[config.mk]
export PLATFORM = sky130hd
export DESIGN_NAME = fetch_queue_flat
export DESIGN_NICKNAME = d
export VERILOG_FILES = /design/src/rtl/fetch_queue_if.sv /design/src/rtl/fetch_queue.sv /design/src/flat_wrapper.sv
export SDC_FILE = /design/constraint.sdc
export NUM_CORES = 1
export LEC_CHECK = 0
export ABC_AREA = 1
export BUFFER_PORTS_ARGS = -buffer_cell sky130_fd_sc_hd__clkbuf_2
export CAP_MARGIN = 20
export CORE_MARGIN = 2
export CORE_UTILIZATION = 55
export DETAILED_ROUTE_END_ITERATION = 8
export PLACE_DENSITY = 0.76
export SLEW_MARGIN = 30
export SYNTH_ARGS = -nofsm -noshare
export SYNTH_HDL_FRONTEND = slang
export SYNTH_SLANG_ARGS = --single-unit
[constraint.sdc]
create_clock -name clk -period 7 [get_ports clk]
set_clock_uncertainty 0.2 [all_clocks]
set_input_delay 2.1 -clock clk [delete_from_list [all_inputs] [get_ports clk]]
set_output_delay 2.1 -clock clk [all_outputs]
set_load 0.01 [all_outputs]
[src/rtl/fetch_queue_if.sv]
`default_nettype none
// ============================================================================
// Module   : fetch_queue_if
// Purpose  : Bundles the instruction-memory request/response signals and the
//            decode-side valid/ready signals used by fetch_queue.
// Ports    : master - fetch side (drives imem_req/imem_addr and id_*)
//            slave  - memory/decode side (drives imem_rdata and id_ready)
// Revision : 1.0 - initial release
// ============================================================================
interface fetch_queue_if #(
  parameter int XLEN = 32
);
  logic            imem_req;
  logic [XLEN-1:0] imem_addr;
  logic [31:0]     imem_rdata;
  logic            id_valid;
  logic [XLEN-1:0] id_pc;
  logic [31:0]     id_instr;
  logic            id_ready;

  modport master (
    output imem_req, imem_addr, id_valid, id_pc, id_instr,
    input  imem_rdata, id_ready
  );

  modport slave (
    input  imem_req, imem_addr, id_valid, id_pc, id_instr,
    output imem_rdata, id_ready
  );
endinterface
`default_nettype wire

[src/rtl/fetch_queue.sv]
`default_nettype none
// ============================================================================
// Module   : fetch_queue
// Purpose  : Instruction fetch front end. Issues sequential word fetches while
//            id_en is high, buffers (pc, instr) pairs in a small FIFO and
//            hands them to decode over valid/ready. flush redirects the PC and
//            discards queued and in-flight work.
// Ports    : clk, rst (async, active high), id_en, flush, flush_pc,
//            bus (fetch_queue_if.master: imem_* and id_*), count (occupancy)
// Revision : 1.0 - initial release
// ============================================================================
module fetch_queue #(
  parameter int              XLEN     = 32,
  parameter int              DEPTH    = 4,
  parameter logic [XLEN-1:0] PC_RESET = 32'h0000_0000
) (
  input  wire logic                     clk,
  input  wire logic                     rst,
  input  wire logic                     id_en,
  input  wire logic                     flush,
  input  wire logic [XLEN-1:0]          flush_pc,
  fetch_queue_if.master                 bus,
  output logic [$clog2(DEPTH):0]        count
);

  localparam int              c_PW    = $clog2(DEPTH);
  localparam logic [c_PW:0]   c_DEPTH = (c_PW+1)'(DEPTH);

  logic [XLEN-1:0] r_pc;
  logic [XLEN-1:0] r_req_pc;
  logic            r_inflight;
  logic [c_PW-1:0] r_head;
  logic [c_PW-1:0] r_tail;
  logic [c_PW:0]   r_count;
  logic [XLEN-1:0] r_mem_pc    [DEPTH];
  logic [31:0]     r_mem_instr [DEPTH];

  logic [c_PW:0]   w_occ;
  logic            w_req;
  logic            w_push;
  logic            w_pop;
  logic            w_valid;

  // Credit check: an in-flight response already owns a slot, so it is
  // counted against capacity before the next request is allowed out.
  assign w_occ   = r_count + (c_PW+1)'(r_inflight);
  assign w_req   = id_en & ~flush & ~rst & (w_occ < c_DEPTH);
  assign w_valid = (r_count != '0);
  // A response landing in the flush cycle belongs to the old path.
  assign w_push  = r_inflight & ~flush;
  assign w_pop   = w_valid & bus.id_ready & ~flush;

  assign bus.imem_req  = w_req;
  assign bus.imem_addr = r_pc;
  assign bus.id_valid  = w_valid;
  assign bus.id_pc     = w_valid ? r_mem_pc[r_head]    : '0;
  assign bus.id_instr  = w_valid ? r_mem_instr[r_head] : '0;
  assign count         = r_count;

  always_ff @(posedge clk or posedge rst) begin
    if (rst) begin
      r_pc       <= PC_RESET;
      r_req_pc   <= '0;
      r_inflight <= 1'b0;
      r_head     <= '0;
      r_tail     <= '0;
      r_count    <= '0;
    end else if (flush) begin
      r_pc       <= {flush_pc[XLEN-1:2], 2'b00};
      r_inflight <= 1'b0;
      r_head     <= '0;
      r_tail     <= '0;
      r_count    <= '0;
    end else begin
      r_inflight <= w_req;
      if (w_req) begin
        r_pc     <= r_pc + XLEN'(4);
        r_req_pc <= r_pc;
      end
      if (w_push) r_tail <= r_tail + c_PW'(1);
      if (w_pop)  r_head <= r_head + c_PW'(1);
      case ({w_push, w_pop})
        2'b10:   r_count <= r_count + (c_PW+1)'(1);
        2'b01:   r_count <= r_count - (c_PW+1)'(1);
        default: r_count <= r_count;
      endcase
    end
  end

  // Storage carries no reset; occupancy alone defines which entries are live.
  always_ff @(posedge clk) begin
    if (w_push) begin
      r_mem_pc[r_tail]    <= r_req_pc;
      r_mem_instr[r_tail] <= bus.imem_rdata;
    end
  end

endmodule
`default_nettype wire
[src/flat_wrapper.sv]
// flat-port wrapper written by rule: the top's interface ports become plain ports
module fetch_queue_flat 
#(
  parameter int              XLEN     = 32,
  parameter int              DEPTH    = 4,
  parameter logic [XLEN-1:0] PC_RESET = 32'h0000_0000
)
  (clk, rst, id_en, flush, flush_pc, count, bus_imem_req, bus_imem_addr, bus_id_valid, bus_id_pc, bus_id_instr, bus_imem_rdata, bus_id_ready);
  fetch_queue_if #(.XLEN(XLEN)) bus_i ();
  input  wire logic clk;
  input  wire logic rst;
  input  wire logic id_en;
  input  wire logic flush;
  input  wire logic [XLEN-1:0] flush_pc;
  output logic [$clog2(DEPTH):0] count;
  output wire logic [$bits(bus_i.imem_req)-1:0] bus_imem_req;
  output wire logic [$bits(bus_i.imem_addr)-1:0] bus_imem_addr;
  output wire logic [$bits(bus_i.id_valid)-1:0] bus_id_valid;
  output wire logic [$bits(bus_i.id_pc)-1:0] bus_id_pc;
  output wire logic [$bits(bus_i.id_instr)-1:0] bus_id_instr;
  input wire logic [$bits(bus_i.imem_rdata)-1:0] bus_imem_rdata;
  input wire logic [$bits(bus_i.id_ready)-1:0] bus_id_ready;
  assign bus_imem_req = bus_i.imem_req;
  assign bus_imem_addr = bus_i.imem_addr;
  assign bus_id_valid = bus_i.id_valid;
  assign bus_id_pc = bus_i.id_pc;
  assign bus_id_instr = bus_i.id_instr;
  assign bus_i.imem_rdata = bus_imem_rdata;
  assign bus_i.id_ready = bus_id_ready;
  fetch_queue #(.XLEN(XLEN), .DEPTH(DEPTH), .PC_RESET(PC_RESET)) u_core (.clk(clk), .rst(rst), .id_en(id_en), .flush(flush), .flush_pc(flush_pc), .bus(bus_i), .count(count));
endmodule
After elaboration in Yosys (flattened, before gate mapping)
Memories as Yosys holds them, arrays and structs flattened.
Cells that the tools add are included.
{"block": "op_classes", "order_cmp": 1, "reduce_logical": 6, "mux": 13, "n_eq_ne": 2, "n_addsub": 6, "bitwise_logic": 8}
{"operator": "2-to-1 mux 32 bit", "n": 4}
{"operator": "adder 32 x 3 -> 32 bit, second input constant", "n": 1}
{"operator": "2-to-1 mux 2 bit", "n": 4}
{"operator": "bitwise AND 1 bit", "n": 6}
{"operator": "case mux 3 bit (2 select lines)", "n": 1}
{"operator": "nonzero test 2 bit", "n": 3}
{"operator": "nonzero test 3 bit", "n": 2}
{"operator": "adder 2 x 1 -> 2 bit, second input constant", "n": 2}
{"operator": "adder 3 x 1 -> 3 bit", "n": 1}
{"operator": "adder 3 x 1 -> 3 bit, second input constant", "n": 1}
{"operator": "< comparator 3 bit, second input constant", "n": 1}
{"operator": "2-to-1 mux 1 bit", "n": 3}
{"operator": "2-to-1 mux 3 bit", "n": 1}
{"operator": "subtractor 3 x 1 -> 3 bit, second input constant", "n": 1}
{"operator": "== test 2 x 1 -> 1 bit, second input constant", "n": 1}
{"operator": "== test 2 bit, second input constant", "n": 1}
{"operator": "inverter 1 bit", "n": 2}
{"operator": "AND reduction 2 bit", "n": 1}
{"block": "totals", "register_bits": 72, "out_inout_bits": 101, "word_cells": 44, "input_bits": 69, "n_memories": 2, "ram_bits": 256}
{"memory": "u_core.r_mem_instr", "depth": 4, "width": 32, "rd": 1, "rd_ports_with_merged_regs": 0, "write_ports": 1, "line_no": "fetch_queue.sv:36", "source": "logic [31:0] r_mem_instr [DEPTH];"}
{"memory": "u_core.r_mem_pc", "depth": 4, "width": 32, "rd": 1, "rd_ports_with_merged_regs": 0, "write_ports": 1, "line_no": "fetch_queue.sv:35", "source": "logic [XLEN-1:0] r_mem_pc [DEPTH];"}

Depth between registers and ports, before layout
{"block": "logic_depth", "depth_word": 6, "ltp_mapped": 10, "depth_no_buf": 10}

Worst setup path after synthesis
OpenSTA, ideal clock, no wires.
{"block": "synth_timing", "path_type": "input -> register", "from": "input flush", "to": "memory u_core.r_mem_instr[0][0] (enable)", "required_time_ns": 6.318, "setup_slack_ns": 1.211, "stages": 4, "arrival_ns": 5.107, "setup_time_ns": 0.482, "n_path_buf": 1, "path_cell_list": "buf_6 -> nor2_1 -> inv_1 -> nor2_1"}
{"block": "synth_via", "elab_chain_len": 4}
{"item": "start, declared", "line_no": "flat_wrapper.sv:13", "source": "input wire logic flush;"}
{"item": "inverter 1 bit (no line)"}
{"item": "bitwise AND 1 bit", "line_no": "fetch_queue.sv:50", "source": "assign w_push = r_inflight & ~flush;"}
{"item": "2-to-1 mux 1 bit", "line_no": "fetch_queue.sv:92", "source": "if (w_push) begin"}
{"item": "2-to-1 mux 1 bit (implied by the code)", "line_no": "fetch_queue.sv:94", "source": "r_mem_instr[r_tail] <= bus.imem_rdata;"}
{"item": "end, declared", "line_no": "fetch_queue.sv:36"}
No other way between the ends.

Worst setup path after layout
{"block": "layout_timing", "from": "input flush", "to": "output bus_imem_req"}
{"block": "layout_via", "elab_chain_len": 4}
{"item": "inverter 1 bit (no line)"}
{"item": "bitwise AND 1 bit (3 in a row)", "line_no": "fetch_queue.sv:47", "source": "assign w_req = id_en & ~flush & ~rst & (w_occ < c_DEPTH);"}
{"item": "end, declared", "line_no": "flat_wrapper.sv:16", "source": "output wire logic [$bits(bus_i.imem_req)-1:0] bus_imem_req;"}
No other way between the ends.

==> qor.csv <==
metric,value,unit
status,"complete, no violations",
row_count,57,
cts_buffer_depth,3,
synth_area,13400,um^2
top_layer,met4,
met2WireLength,13600,um
hold_viol_final,0,
tns,0,ns
p_int,0.00348,W
setup_ws,1.35,ns
grt_pass1_vias,8871,
dpl_cell_area,14400,um^2
hpwl,17700,um
numCtsBuffers,31,
cap_viol_max_count,0,
fin_crit,5.65,ns
p_clk_share,30.2,%
post_drt_wl_per_cell,16.4,um
leakage,6.12,nW
min_path_type,flip-flop to flip-flop,
met3_length,2110,um
drc,0,
design_area,15400,um^2
cp.required,4.70,ns
pre_cts_ws,1.34,ns
clkTransAtPathRegs,0.06,ns
die_height,160,um
rr_endpoint,u_core.r_mem_instr[3][0],
grt_pass1_wl,45500,um
start_kind,input pin,
final_common_cell,nor2_1,
ys_warn_count,0,
p_switching,0.00164,W
ys_types,30,
drive_above_1_share,17.3,%
postCtsSetupRepairBufs,0,
end_kind,output port,
drtPass1Iterations,5,
port_buffers,163,
r2r_start,u_core.r_inflight,
yosysSeqAreaShare,68.2,%
slew_headroom,36.2,%
reg2reg_slack,4.46,ns
syn-instance-count,1281,
power_density,332,nW/um^2
startpoint,flush,
cts_tree,built,
die_w,160,um
insertion_delay,0.56,ns
h-tree-depth,1,
grt_usage,22.3,%
gp_congestion,0.939,
start_util,55.6,%
rsz0062_at_grt,false,
viasPerCell,5.34,
tightest_slew,0.958,ns
synth_seq_cells,316,
ctsHoldBuffers,0,
setup_viol_count_final,0,
vias,9495,
vdd_drop_max,0.197,mV
slowest_delay,0.43,ns
drt-total-wl,29200,um
antenna_found_initial,0,
cts.sinks,316,
period_share,80.7,%
core,24100,um^2
final_cell_mix,"289 x nor2_1, 248 x edfxtp_1, 215 x nand2_1",
drv_slew,0,
fmax,177,MHz
critPathSlowestCell,clkbuf_2,
crit_fanout,33,
syn_area_per_cell,10.5,um^2
r2r_cells,5,
ant_nets,0,
area_growth,14.9,%
critPathArrivalTime,3.35,ns
grt_overflow,0,
clockRootBuffer,clkbuf_16,
path_common_cell,clkbuf_2,
num_antenna_cells,0,
nets,1503,
crit_end,bus_imem_req,
ios,170,
die-area,25600,um^2
path_cells,clkbuf_2 -> inv_6 -> nand2_2 -> nor2_4 -> nand3_4 -> inv_1 -> clkbuf_2,
path_class,input pin to output port,
cts_resized,0,
swShare,32.0,%
comb_power_share,23.2,%
grt_start_max_net_pins,126,
wl_met1,12500,um
power_frac_seq,46.6,%
drt_iter0_drc,742,
==> stage by stage <==
step | hold slack (ns) | cells | power [W] | util, %
final | 0.317 | 1777 | 0.00512 | 63.9
after global routing | 0.337 | 1777 | 0.00536 | 63.9
after CTS | 0.317 | 1777 | 0.00514 | 63.9
after detailed placement | 0.304 | 1719 | 0.00361 | 59.9
after global placement | 0.294 | 1719 | 0.00357 | 59.9
after floorplan | 0.276 | 1284 | 0.00311 | -
==> registers in the layout, summed over array words and instances (netlist names) <==
signal,cells
u_core.r_mem_instr,128
u_core.r_mem_pc,120
u_core.bus.imem_addr,30
u_core.r_req_pc,30
u_core.count,3
u_core.r_head,2
u_core.r_tail,2
u_core.r_inflight,1
==> cells in the mapped netlist <==
master,number,area share [%]
o211ai_1,7,0.39
or2_2,1,0.047
nand2_1,215,6.0
nand4_1,1,0.047
nor3_1,2,0.075
nor2_4,3,0.25
nand3_4,1,0.13
nor2_1,293,8.2
clkbuf_1,30,0.84
nand2_4,1,0.084
o21ai_0,150,5.6
fa_1,1,0.15
dfrtp_1,68,13
inv_1,66,1.8
buf_6,2,0.17
o21ai_1,26,0.97
inv_6,1,0.065
nand3_1,39,1.5
conb_1,1,0.028
ha_1,5,0.47
buf_1,3,0.084
xor2_1,5,0.33
edfxtp_1,248,56
nor2_2,5,0.23
inv_2,6,0.17
xnor2_1,2,0.13
a21oi_1,64,2.4
buf_2,17,0.63
nand2_2,5,0.23
buf_4,13,0.73
==> cells by family after synthesis <==
family                     after synthesis  synth area share, %
AOI/OAI and AO/OA                      247                 9.35
xor gates and xnor gates                 7                0.457
adders and majority gates                6                0.616
buffers and inverters                  138                 4.54
DFF                                    316                 68.2
other                                    1               0.0280
and+or+nand+nor                        566                 16.8
==> power by group through the flow <==
stage / Clock, W / Combinational [W] / Sequential (W)
global placement: 0 / 0.00116 / 0.00241
CTS: 0.00157 / 0.00120 / 0.00238
floorplan: 0 / 0.000753 / 0.00236
finish: 0.00154 / 0.00119 / 0.00239
global route: 0.00164 / 0.00131 / 0.00241
detailed placement: 0 / 0.00119 / 0.00242
==> worst min path at each step <==
| stage | from | end | slack, ns | depth (start not counted) |
|---|---|---|---|---|
| 6_report | u_core.r_req_pc[21] | u_core.r_mem_pc[0][21] | 0.32 | 0 |
| 3_5_place_dp | u_core.r_req_pc[19] | u_core.r_mem_pc[0][19] | 0.30 | 0 |
| 2_1_floorplan | u_core.r_req_pc[10] | u_core.r_mem_pc[0][10] | 0.28 | 0 |
| 3_3_place_gp | u_core.r_req_pc[21] | u_core.r_mem_pc[1][21] | 0.29 | 0 |
| 5_1_grt | u_core.r_req_pc[21] | u_core.r_mem_pc[2][21] | 0.34 | 0 |
| 4_1_cts | u_core.r_req_pc[21] | u_core.r_mem_pc[0][21] | 0.32 | 0 |
==> layer usage <==
metal | global-route usage, % | vias to the layer above
li1 | - | 4602
met5 | 0 | -
met2 | 36.0 | 367
met3 | 3.45 | 59
met4 | 8.39 | 0
met1 | 31.0 | 4467
==> cell type report <==
class | count | area [um^2]
Clock inverter | 19 | 120
Tap cell | 324 | 405
Timing Repair Buffer | 176 | 917
Fill cell | 1910 | 8700
Multi-Input combinational cell | 830 | 3690
Inverter | 73 | 279
Sequential cell | 316 | 9150
Clock buffer | 39 | 836
==> worst max-delay path: cells and delay by family <==
kind / cells / cell delay (ns)
buf+inv: 4 / 0.92
simple gates: 3 / 0.31
No activity file was read; power rests on OpenSTA's default activity.
